### config.mk
export PLATFORM = sky130hd
export DESIGN_NAME = alu_decode_stage_flat
export DESIGN_NICKNAME = d
export VERILOG_FILES = /design/src/rtl/alu_decode_if.sv /design/src/rtl/alu_decode_stage.sv /design/src/flat_wrapper.sv
export SDC_FILE = /design/constraint.sdc
export NUM_CORES = 1
export LEC_CHECK = 0
export ABC_AREA = 0
export BUFFER_PORTS_ARGS = -buffer_cell sky130_fd_sc_hd__buf_2
export CAP_MARGIN = 25
export CORE_MARGIN = 2
export CORE_UTILIZATION = 35
export DETAILED_ROUTE_END_ITERATION = 10
export PLACE_DENSITY = 0.63
export REMOVE_ABC_BUFFERS = 1
export SLEW_MARGIN = 0
export SYNTH_ARGS = -nofsm -noshare
export SYNTH_HDL_FRONTEND = slang
export SYNTH_SLANG_ARGS = --single-unit
export TNS_END_PERCENT = 50
### constraint.sdc
create_clock -name clk -period 2.1 [get_ports clk]
set_clock_uncertainty 0.15 [all_clocks]
set_input_delay 0.63 -clock clk [delete_from_list [all_inputs] [get_ports clk]]
set_output_delay 0.63 -clock clk [all_outputs]
set_load 0.02 [all_outputs]
### src/rtl/alu_decode_if.sv
// Handshake bundle between the register-read stage, the decode/issue stage and the ALU execute stage.
// The slave modport is the decode stage's view; the master modport is the surrounding pipeline.
interface alu_decode_if #(
    parameter int XLEN = 32,
    parameter int PC_W = 32
);
    logic            in_valid;
    logic            in_ready;
    logic [31:0]     in_instr;
    logic [PC_W-1:0] in_pc;
    logic [XLEN-1:0] in_rs1_data;
    logic [XLEN-1:0] in_rs2_data;
    logic            flush;
    logic            out_valid;
    logic            out_ready;
    logic [XLEN-1:0] alu_a;
    logic [XLEN-1:0] alu_b;
    logic [2:0]      alu_funct3;
    logic [6:0]      alu_funct7;
    logic [4:0]      rd;
    logic            reg_write;
    logic            illegal;

    modport slave (
        input  in_valid, in_instr, in_pc, in_rs1_data, in_rs2_data, flush, out_ready,
        output in_ready, out_valid, alu_a, alu_b, alu_funct3, alu_funct7, rd, reg_write, illegal
    );

    modport master (
        output in_valid, in_instr, in_pc, in_rs1_data, in_rs2_data, flush, out_ready,
        input  in_ready, out_valid, alu_a, alu_b, alu_funct3, alu_funct7, rd, reg_write, illegal
    );
endinterface

### src/rtl/alu_decode_stage.sv
// RV32I decode/issue stage: turns OP, OP-IMM, LUI and AUIPC into ALU operands and controls,
// delivered through a registered output plus one skid entry so no input reaches a handshake output combinationally.
module alu_decode_stage #(
    parameter int XLEN = 32,
    parameter int PC_W = 32
) (
    input  logic         clk,
    input  logic         rst_n,
    alu_decode_if.slave  bus
);

    if (XLEN != 32) begin : g_xlen_check
        $error("alu_decode_stage: only XLEN=32 is supported");
    end

    typedef struct packed {
        logic [XLEN-1:0] a;
        logic [XLEN-1:0] b;
        logic [2:0]      f3;
        logic [6:0]      f7;
        logic [4:0]      rd;
        logic            reg_write;
        logic            illegal;
    } bundle_t;

    localparam logic [6:0] OPC_OP     = 7'b0110011;
    localparam logic [6:0] OPC_OP_IMM = 7'b0010011;
    localparam logic [6:0] OPC_LUI    = 7'b0110111;
    localparam logic [6:0] OPC_AUIPC  = 7'b0010111;
    localparam logic [6:0] F7_ALT     = 7'b0100000;

    bundle_t dec;
    logic    legal;
    logic [6:0] opcode;
    logic [2:0] funct3;
    logic [6:0] funct7;

    bundle_t out_d, out_q, skid_d, skid_q;
    logic    out_valid_d, out_valid_q;
    logic    skid_valid_d, skid_valid_q;
    logic    in_ready_d, in_ready_q;
    logic    accept, drain;

    assign opcode = bus.in_instr[6:0];
    assign funct3 = bus.in_instr[14:12];
    assign funct7 = bus.in_instr[31:25];

    always_comb begin
        dec    = '0;
        legal  = 1'b0;
        dec.rd = bus.in_instr[11:7];
        case (opcode)
            OPC_OP: begin
                dec.a  = bus.in_rs1_data;
                dec.b  = bus.in_rs2_data;
                dec.f3 = funct3;
                dec.f7 = funct7;
                legal  = (funct7 == 7'b0) ||
                         ((funct7 == F7_ALT) && ((funct3 == 3'b000) || (funct3 == 3'b101)));
            end
            OPC_OP_IMM: begin
                dec.a  = bus.in_rs1_data;
                dec.b  = {{(XLEN-12){bus.in_instr[31]}}, bus.in_instr[31:20]};
                dec.f3 = funct3;
                legal  = 1'b1;
                // Only shifts carry funct7; other immediates keep it zero so ADDI never becomes SUB.
                if (funct3 == 3'b001) begin
                    dec.f7 = funct7;
                    legal  = (funct7 == 7'b0);
                end else if (funct3 == 3'b101) begin
                    dec.f7 = funct7;
                    legal  = (funct7 == 7'b0) || (funct7 == F7_ALT);
                end
            end
            OPC_LUI: begin
                dec.b = XLEN'({bus.in_instr[31:12], 12'b0});
                legal = 1'b1;
            end
            OPC_AUIPC: begin
                dec.a = XLEN'(bus.in_pc);
                dec.b = XLEN'({bus.in_instr[31:12], 12'b0});
                legal = 1'b1;
            end
            default: legal = 1'b0;
        endcase
        dec.illegal   = !legal;
        dec.reg_write = legal && (dec.rd != 5'd0);
    end

    assign accept = bus.in_valid && in_ready_q;
    assign drain  = out_valid_q && bus.out_ready;

    always_comb begin
        out_d        = out_q;
        skid_d       = skid_q;
        out_valid_d  = out_valid_q;
        skid_valid_d = skid_valid_q;
        if (bus.flush) begin
            out_valid_d  = 1'b0;
            skid_valid_d = 1'b0;
        end else if (!out_valid_q || drain) begin
            // Skid entry is older than anything arriving now, and in_ready is low while it is held.
            if (skid_valid_q) begin
                out_d        = skid_q;
                out_valid_d  = 1'b1;
                skid_valid_d = 1'b0;
            end else if (accept) begin
                out_d       = dec;
                out_valid_d = 1'b1;
            end else begin
                out_valid_d = 1'b0;
            end
        end else if (accept) begin
            skid_d       = dec;
            skid_valid_d = 1'b1;
        end
        in_ready_d = !skid_valid_d;
    end

    always_ff @(posedge clk or negedge rst_n) begin
        if (!rst_n) begin
            out_q        <= '0;
            skid_q       <= '0;
            out_valid_q  <= 1'b0;
            skid_valid_q <= 1'b0;
            in_ready_q   <= 1'b1;
        end else begin
            out_q        <= out_d;
            skid_q       <= skid_d;
            out_valid_q  <= out_valid_d;
            skid_valid_q <= skid_valid_d;
            in_ready_q   <= in_ready_d;
        end
    end

    assign bus.in_ready   = in_ready_q;
    assign bus.out_valid  = out_valid_q;
    assign bus.alu_a      = out_q.a;
    assign bus.alu_b      = out_q.b;
    assign bus.alu_funct3 = out_q.f3;
    assign bus.alu_funct7 = out_q.f7;
    assign bus.rd         = out_q.rd;
    assign bus.reg_write  = out_q.reg_write;
    assign bus.illegal    = out_q.illegal;

endmodule

### src/flat_wrapper.sv
// flat-port wrapper written by rule: the top's interface ports become plain ports
module alu_decode_stage_flat 
#(
    parameter int XLEN = 32,
    parameter int PC_W = 32
)
  (clk, rst_n, bus_in_valid, bus_in_instr, bus_in_pc, bus_in_rs1_data, bus_in_rs2_data, bus_flush, bus_out_ready, bus_in_ready, bus_out_valid, bus_alu_a, bus_alu_b, bus_alu_funct3, bus_alu_funct7, bus_rd, bus_reg_write, bus_illegal);
  alu_decode_if #(.XLEN(XLEN), .PC_W(PC_W)) bus_i ();
  input  logic clk;
  input  logic rst_n;
  input wire logic [$bits(bus_i.in_valid)-1:0] bus_in_valid;
  input wire logic [$bits(bus_i.in_instr)-1:0] bus_in_instr;
  input wire logic [$bits(bus_i.in_pc)-1:0] bus_in_pc;
  input wire logic [$bits(bus_i.in_rs1_data)-1:0] bus_in_rs1_data;
  input wire logic [$bits(bus_i.in_rs2_data)-1:0] bus_in_rs2_data;
  input wire logic [$bits(bus_i.flush)-1:0] bus_flush;
  input wire logic [$bits(bus_i.out_ready)-1:0] bus_out_ready;
  output wire logic [$bits(bus_i.in_ready)-1:0] bus_in_ready;
  output wire logic [$bits(bus_i.out_valid)-1:0] bus_out_valid;
  output wire logic [$bits(bus_i.alu_a)-1:0] bus_alu_a;
  output wire logic [$bits(bus_i.alu_b)-1:0] bus_alu_b;
  output wire logic [$bits(bus_i.alu_funct3)-1:0] bus_alu_funct3;
  output wire logic [$bits(bus_i.alu_funct7)-1:0] bus_alu_funct7;
  output wire logic [$bits(bus_i.rd)-1:0] bus_rd;
  output wire logic [$bits(bus_i.reg_write)-1:0] bus_reg_write;
  output wire logic [$bits(bus_i.illegal)-1:0] bus_illegal;
  assign bus_i.in_valid = bus_in_valid;
  assign bus_i.in_instr = bus_in_instr;
  assign bus_i.in_pc = bus_in_pc;
  assign bus_i.in_rs1_data = bus_in_rs1_data;
  assign bus_i.in_rs2_data = bus_in_rs2_data;
  assign bus_i.flush = bus_flush;
  assign bus_i.out_ready = bus_out_ready;
  assign bus_in_ready = bus_i.in_ready;
  assign bus_out_valid = bus_i.out_valid;
  assign bus_alu_a = bus_i.alu_a;
  assign bus_alu_b = bus_i.alu_b;
  assign bus_alu_funct3 = bus_i.alu_funct3;
  assign bus_alu_funct7 = bus_i.alu_funct7;
  assign bus_rd = bus_i.rd;
  assign bus_reg_write = bus_i.reg_write;
  assign bus_illegal = bus_i.illegal;
  alu_decode_stage #(.XLEN(XLEN), .PC_W(PC_W)) u_core (.clk(clk), .rst_n(rst_n), .bus(bus_i));
endmodule
======== After elaboration in Yosys (flattened, before gate mapping) ========
Cells that the tools add are included.
word-level totals
  register bits after elaboration ......... 165
  input bits .............................. 133
  output and inout bits ................... 83
  word-level logic and storage cells ...... 63
cells by class
  equality and inequality tests ........... 7
  multiplexer cells ....................... 17
  bitwise gates (word level) .............. 2
  reductions and logical operators ........ 20
operator list
  cell                count
  $mux 81             2
  $pmux 32 s3         1
  $pmux 32 s2         1
  $eq 7x6->1 const B  3
  $pmux 10 s2         1
  $eq 7x5->1 const B  2
  $mux 7              2
  $mux 1              9
  $logic_not 7->1     1
  $reduce_and 3->1    2
  $reduce_bool 5->1   1
  $logic_and 1x1->1   4
  $logic_or 1x1->1    4
  $reduce_bool 2->1   2
  $reduce_or 2->1     2
  $eq 3x1->1 const B  1
  $eq 3x3->1 const B  1
  $logic_not 1->1     3
  $logic_not 3->1     1
  $pmux 1 s3          1
  $not 1->1           2

======== Logic depth before layout (Yosys ltp) ========
  depth after elaboration ................. 8
  mapped depth ............................ 8
  mapped depth without buffers ............ 5

======== Least setup slack after synthesis ========
No wires, ideal clock.
  path type ............................... input to register
  start ................................... input port bus_in_instr[2]
  end ..................................... register u_core.out_q, in the netlist u_core.bus.alu_a[23]
  setup time .............................. 135 ps
  data arrival time ....................... 1569 ps
  data required time ...................... 1815 ps
  slack ................................... 247 ps
  stages on the path ...................... 8
  buffers on the path ..................... 3
  path through ............................ buf_2 -> nor2b_1 -> buf_2 -> buf_2 -> a22oi_1 -> nor3_1 -> a21oi_1 -> o21ai_0
between the ends
  cells in the longest elaborated chain, start to end .. 5
  elaborated cells between the ends (all ways) .. 7
  those cells by class .................... eq/ne: 3; mux: 3; reduce/logical: 1
RTL lines
  element                                          RTL line                 RTL
  from (decl)                                      flat_wrapper.sv:12       input wire logic [$bits(bus_i.in_instr)-1:0] bus_in_instr;
  $eq 7x6->1 / $eq 7x5->1 (equally long branches)  alu_decode_stage.sv:52   case (opcode)
  $reduce_or 2->1 (no source line)                 n/a
  $pmux 32 s2 *                                    alu_decode_stage.sv:52
  $mux 81 *                                        alu_decode_stage.sv:107  end else if (accept) begin
  $mux 81 *                                        alu_decode_stage.sv:103  if (skid_valid_q) begin
  to (signal assigned)                             alu_decode_stage.sv:128  out_q <= out_d;
  to (decl)                                        alu_decode_stage.sv:38   bundle_t out_d, out_q, skid_d, skid_q;
Every way passes the cells marked *; elsewhere a longest branch is shown, timed or not. The select of a mux whose other input is x is not followed.
A chain may end at the register's enable or synchronous reset.

======== Final worst setup path ========
  start ................................... register u_core.in_ready_q (netlist: u_core.bus.in_ready)
  end ..................................... output port bus_in_ready
RTL lines
  element                 RTL line                 RTL
  from (decl)             alu_decode_stage.sv:41   logic in_ready_d, in_ready_q;
  from (signal assigned)  alu_decode_stage.sv:132  in_ready_q <= in_ready_d;
  to (decl)               flat_wrapper.sv:18       output wire logic [$bits(bus_i.in_ready)-1:0] bus_in_ready;
No word-level cell between the ends.

==> impl_metrics.tcl <==
set metrics [dict create \
    status "completed" \
    vias 7023 \
    finalPower_mw 7.78 \
    finalSetupViolations 0 \
    seqCellArea_um2 4130 \
    clk_latency_ps 420 \
    ys_seq_elements 165 \
    final_cell_mix "214 x buf_2, 163 x dfrtp_1, 123 x nand2_1" \
    hold_violations 0 \
    synthCells 839 \
    grt_use_total 0.193 \
    relSlewSlack 0.667 \
    ant_nets 0 \
    ir_drop_mv 0.491 \
    hold_path_class "in -> reg" \
    wirelength_mm 22.3 \
    synthDistinctLibCells 42 \
    max_freq_ghz 0.520 \
    post-dp-hpwl_mm 15.1 \
    rsz0062_at_grt "false" \
    crit_type "reg -> out" \
    p_leak_nw 4.64 \
    cap_violations 0 \
    top_usage_layer "met2" \
    clkTransAtPathRegs_ps 60 \
    ioPinCount 216 \
    grt-ovfl-total 0 \
    critical_path_arrival_ps 1140 \
    setup_ws_ps 179 \
    start_kind "flop" \
    cp_cell_sequence "buf_2" \
    grt_use_met2 0.312 \
    via_per_inst 5.24 \
    worst_slew_pin_slew_ps 500 \
    slowest_stage "dfstp_2" \
    design.core.area_um2 22000 \
    met3_usage 0.0411 \
    htreeDepth 4 \
    ys.flop_type "dfrtp_1" \
    post-place-ws_ps -386 \
    gp_congestion 0.748 \
    fin_nets 1179 \
    multi_input_area_um2 3320 \
    worst-path-buf-inv 1 \
    avgRoutedWirePerCell_um 16.6 \
    min_period_ps 1920 \
    numPortBuffers 215 \
    post_cts_buffers 0 \
    antenna_found_initial 3 \
    final_max_slew_viol_count 0 \
    cts.path.max_buffers 2 \
    die_w_um 154 \
    cp_slowest_stage_delay_ps 560 \
    dieArea_um2 23700 \
    fp-row-count 54 \
    drive_above_1_share 0.302 \
    finalCritPeriodShare 0.915 \
    grt_pass1_vias 6599 \
    syn_to_final_growth_pct 29.5 \
    cts_buffers 17 \
    post_dp_cell_area_um2 9570 \
    die_h_um 154 \
    cts_sinks 165 \
    syn_avg_cell_area_um2 9.36 \
    synth-edff-count 0 \
    grt_use_met1 0.266 \
    design_area_um2 10200 \
    crit_required_ps 1320 \
    setup.worst_path.end_class "output port" \
    yosysWarnings 0 \
    grt_pass1_wl_mm 36.3 \
    start_util 0.358 \
    cts_root_buf "clkbuf_16" \
    drt_first_pass_iters 4 \
    grt_max_degree 74 \
    cts_tree "yes" \
    drc 0 \
    drtIter0Drc 437 \
    layout_commonest_cell "buf_2" \
    fillCellCount 2160 \
    power-per-cell-area_nw_per_um2 764 \
    tns_ps 0 \
    ys_seq_area_frac 0.526 \
    ys_async_sr_fraction 1.00 \
    synth.cell_area_um2 7860 \
    crit_family "flip-flops" \
    cp_max_fo 3 \
]
==> through the flow <==
step,util,hold slack [ps],cells
after floorplan,-,184,755
after global placement,0.436,300,1305
after detailed placement,0.436,307,1305
after CTS,0.462,236,1336
after global routing,0.463,258,1338
final,0.463,257,1340
==> path summary, 6_finish.rpt <==
check                                          from                        to  slack (ps)  depth (start not counted)
worst max-delay path            u_core.bus.in_ready              bus_in_ready         180                          1
worst min-delay path                      bus_flush      u_core.bus.out_valid         260                          2
worst max register to register  u_core.bus.in_ready  u_core.bus.alu_funct7[1]         260                          5
worst min register to register     u_core.skid_q[0]          u_core.skid_q[0]         320                          1
max in group asynchronous                     rst_n      u_core.bus.alu_b[11]         700                          3
min in group asynchronous                     rst_n       u_core.bus.alu_a[4]         560                          2
==> flip-flops by register name, indices dropped and copies added, names as in the netlist <==
name,flops
u_core.bus.alu_funct7,7
u_core.skid_valid_q,1
u_core.bus.in_ready,1
u_core.bus.illegal,1
u_core.bus.alu_b,32
u_core.skid_q,81
u_core.bus.reg_write,1
u_core.bus.rd,5
u_core.bus.out_valid,1
u_core.bus.alu_a,32
u_core.bus.alu_funct3,3
==> what timing repair did <==
item,CTS,global route
hold endpoints to repair,19,0
gates resized for setup,0,0
endpoints found under the setup margin,0,0
hold buffers,1,0
==> per-layer routing <==
metal / wire length, um / up-vias
met1: 10600 / 3310
met5: 0 / -
met3: 1250 / 20
met2: 10200 / 219
met4: 196 / 0
li1: - / 3474
==> cell families after synthesis <==
group,share of synthesized area
AOI/OAI and AO/OA,0.233
DFF,0.526
buffers and inverters,0.0537
and+or+nand+nor,0.157
muxes,0.0288
xor gates and xnor gates,0.00112
==> synth_stat cells (3+ instances only) <==
cell type  instances  area, um2
buf_2             34        170
nor2b_1            3       18.8
o41ai_1           13        114
o21ai_1           21        105
clkbuf_1          41        154
or3_1              3       18.8
o31ai_1           46        345
mux2i_1           17        170
and3_1             8       50.1
nor3_1            46        230
a21oi_1          114        571
o41ai_2            6       97.6
nand2_1          123        462
o21ai_0           37        185
mux2_2             5       56.3
dfrtp_1          164       4100
a211oi_1          19        143
a22oi_1           32        240
nor4_1            20        125
buf_6              6       67.6
nor2_1            56        210
==> layout make-up <==
class                           instances  area share
Clock buffer                           21      0.0433
Timing Repair Buffer                  272       0.175
Sequential cell                       165       0.406
Tap cell                              280      0.0344
Clock inverter                          9      0.0128
Inverter                                3     0.00111
Antenna cell                            3    0.000738
Multi-Input combinational cell        587       0.326
==> power breakdown <==
part | leakage [nW] | switching [mW] | internal (mW)
logic | 2.16 | 0.728 | 0.458
registers | 2.20 | 0.108 | 3.37
clock network | 0.277 | 1.26 | 1.86
total | 4.64 | 2.09 | 5.69
(Power assumes the default switching activity.)
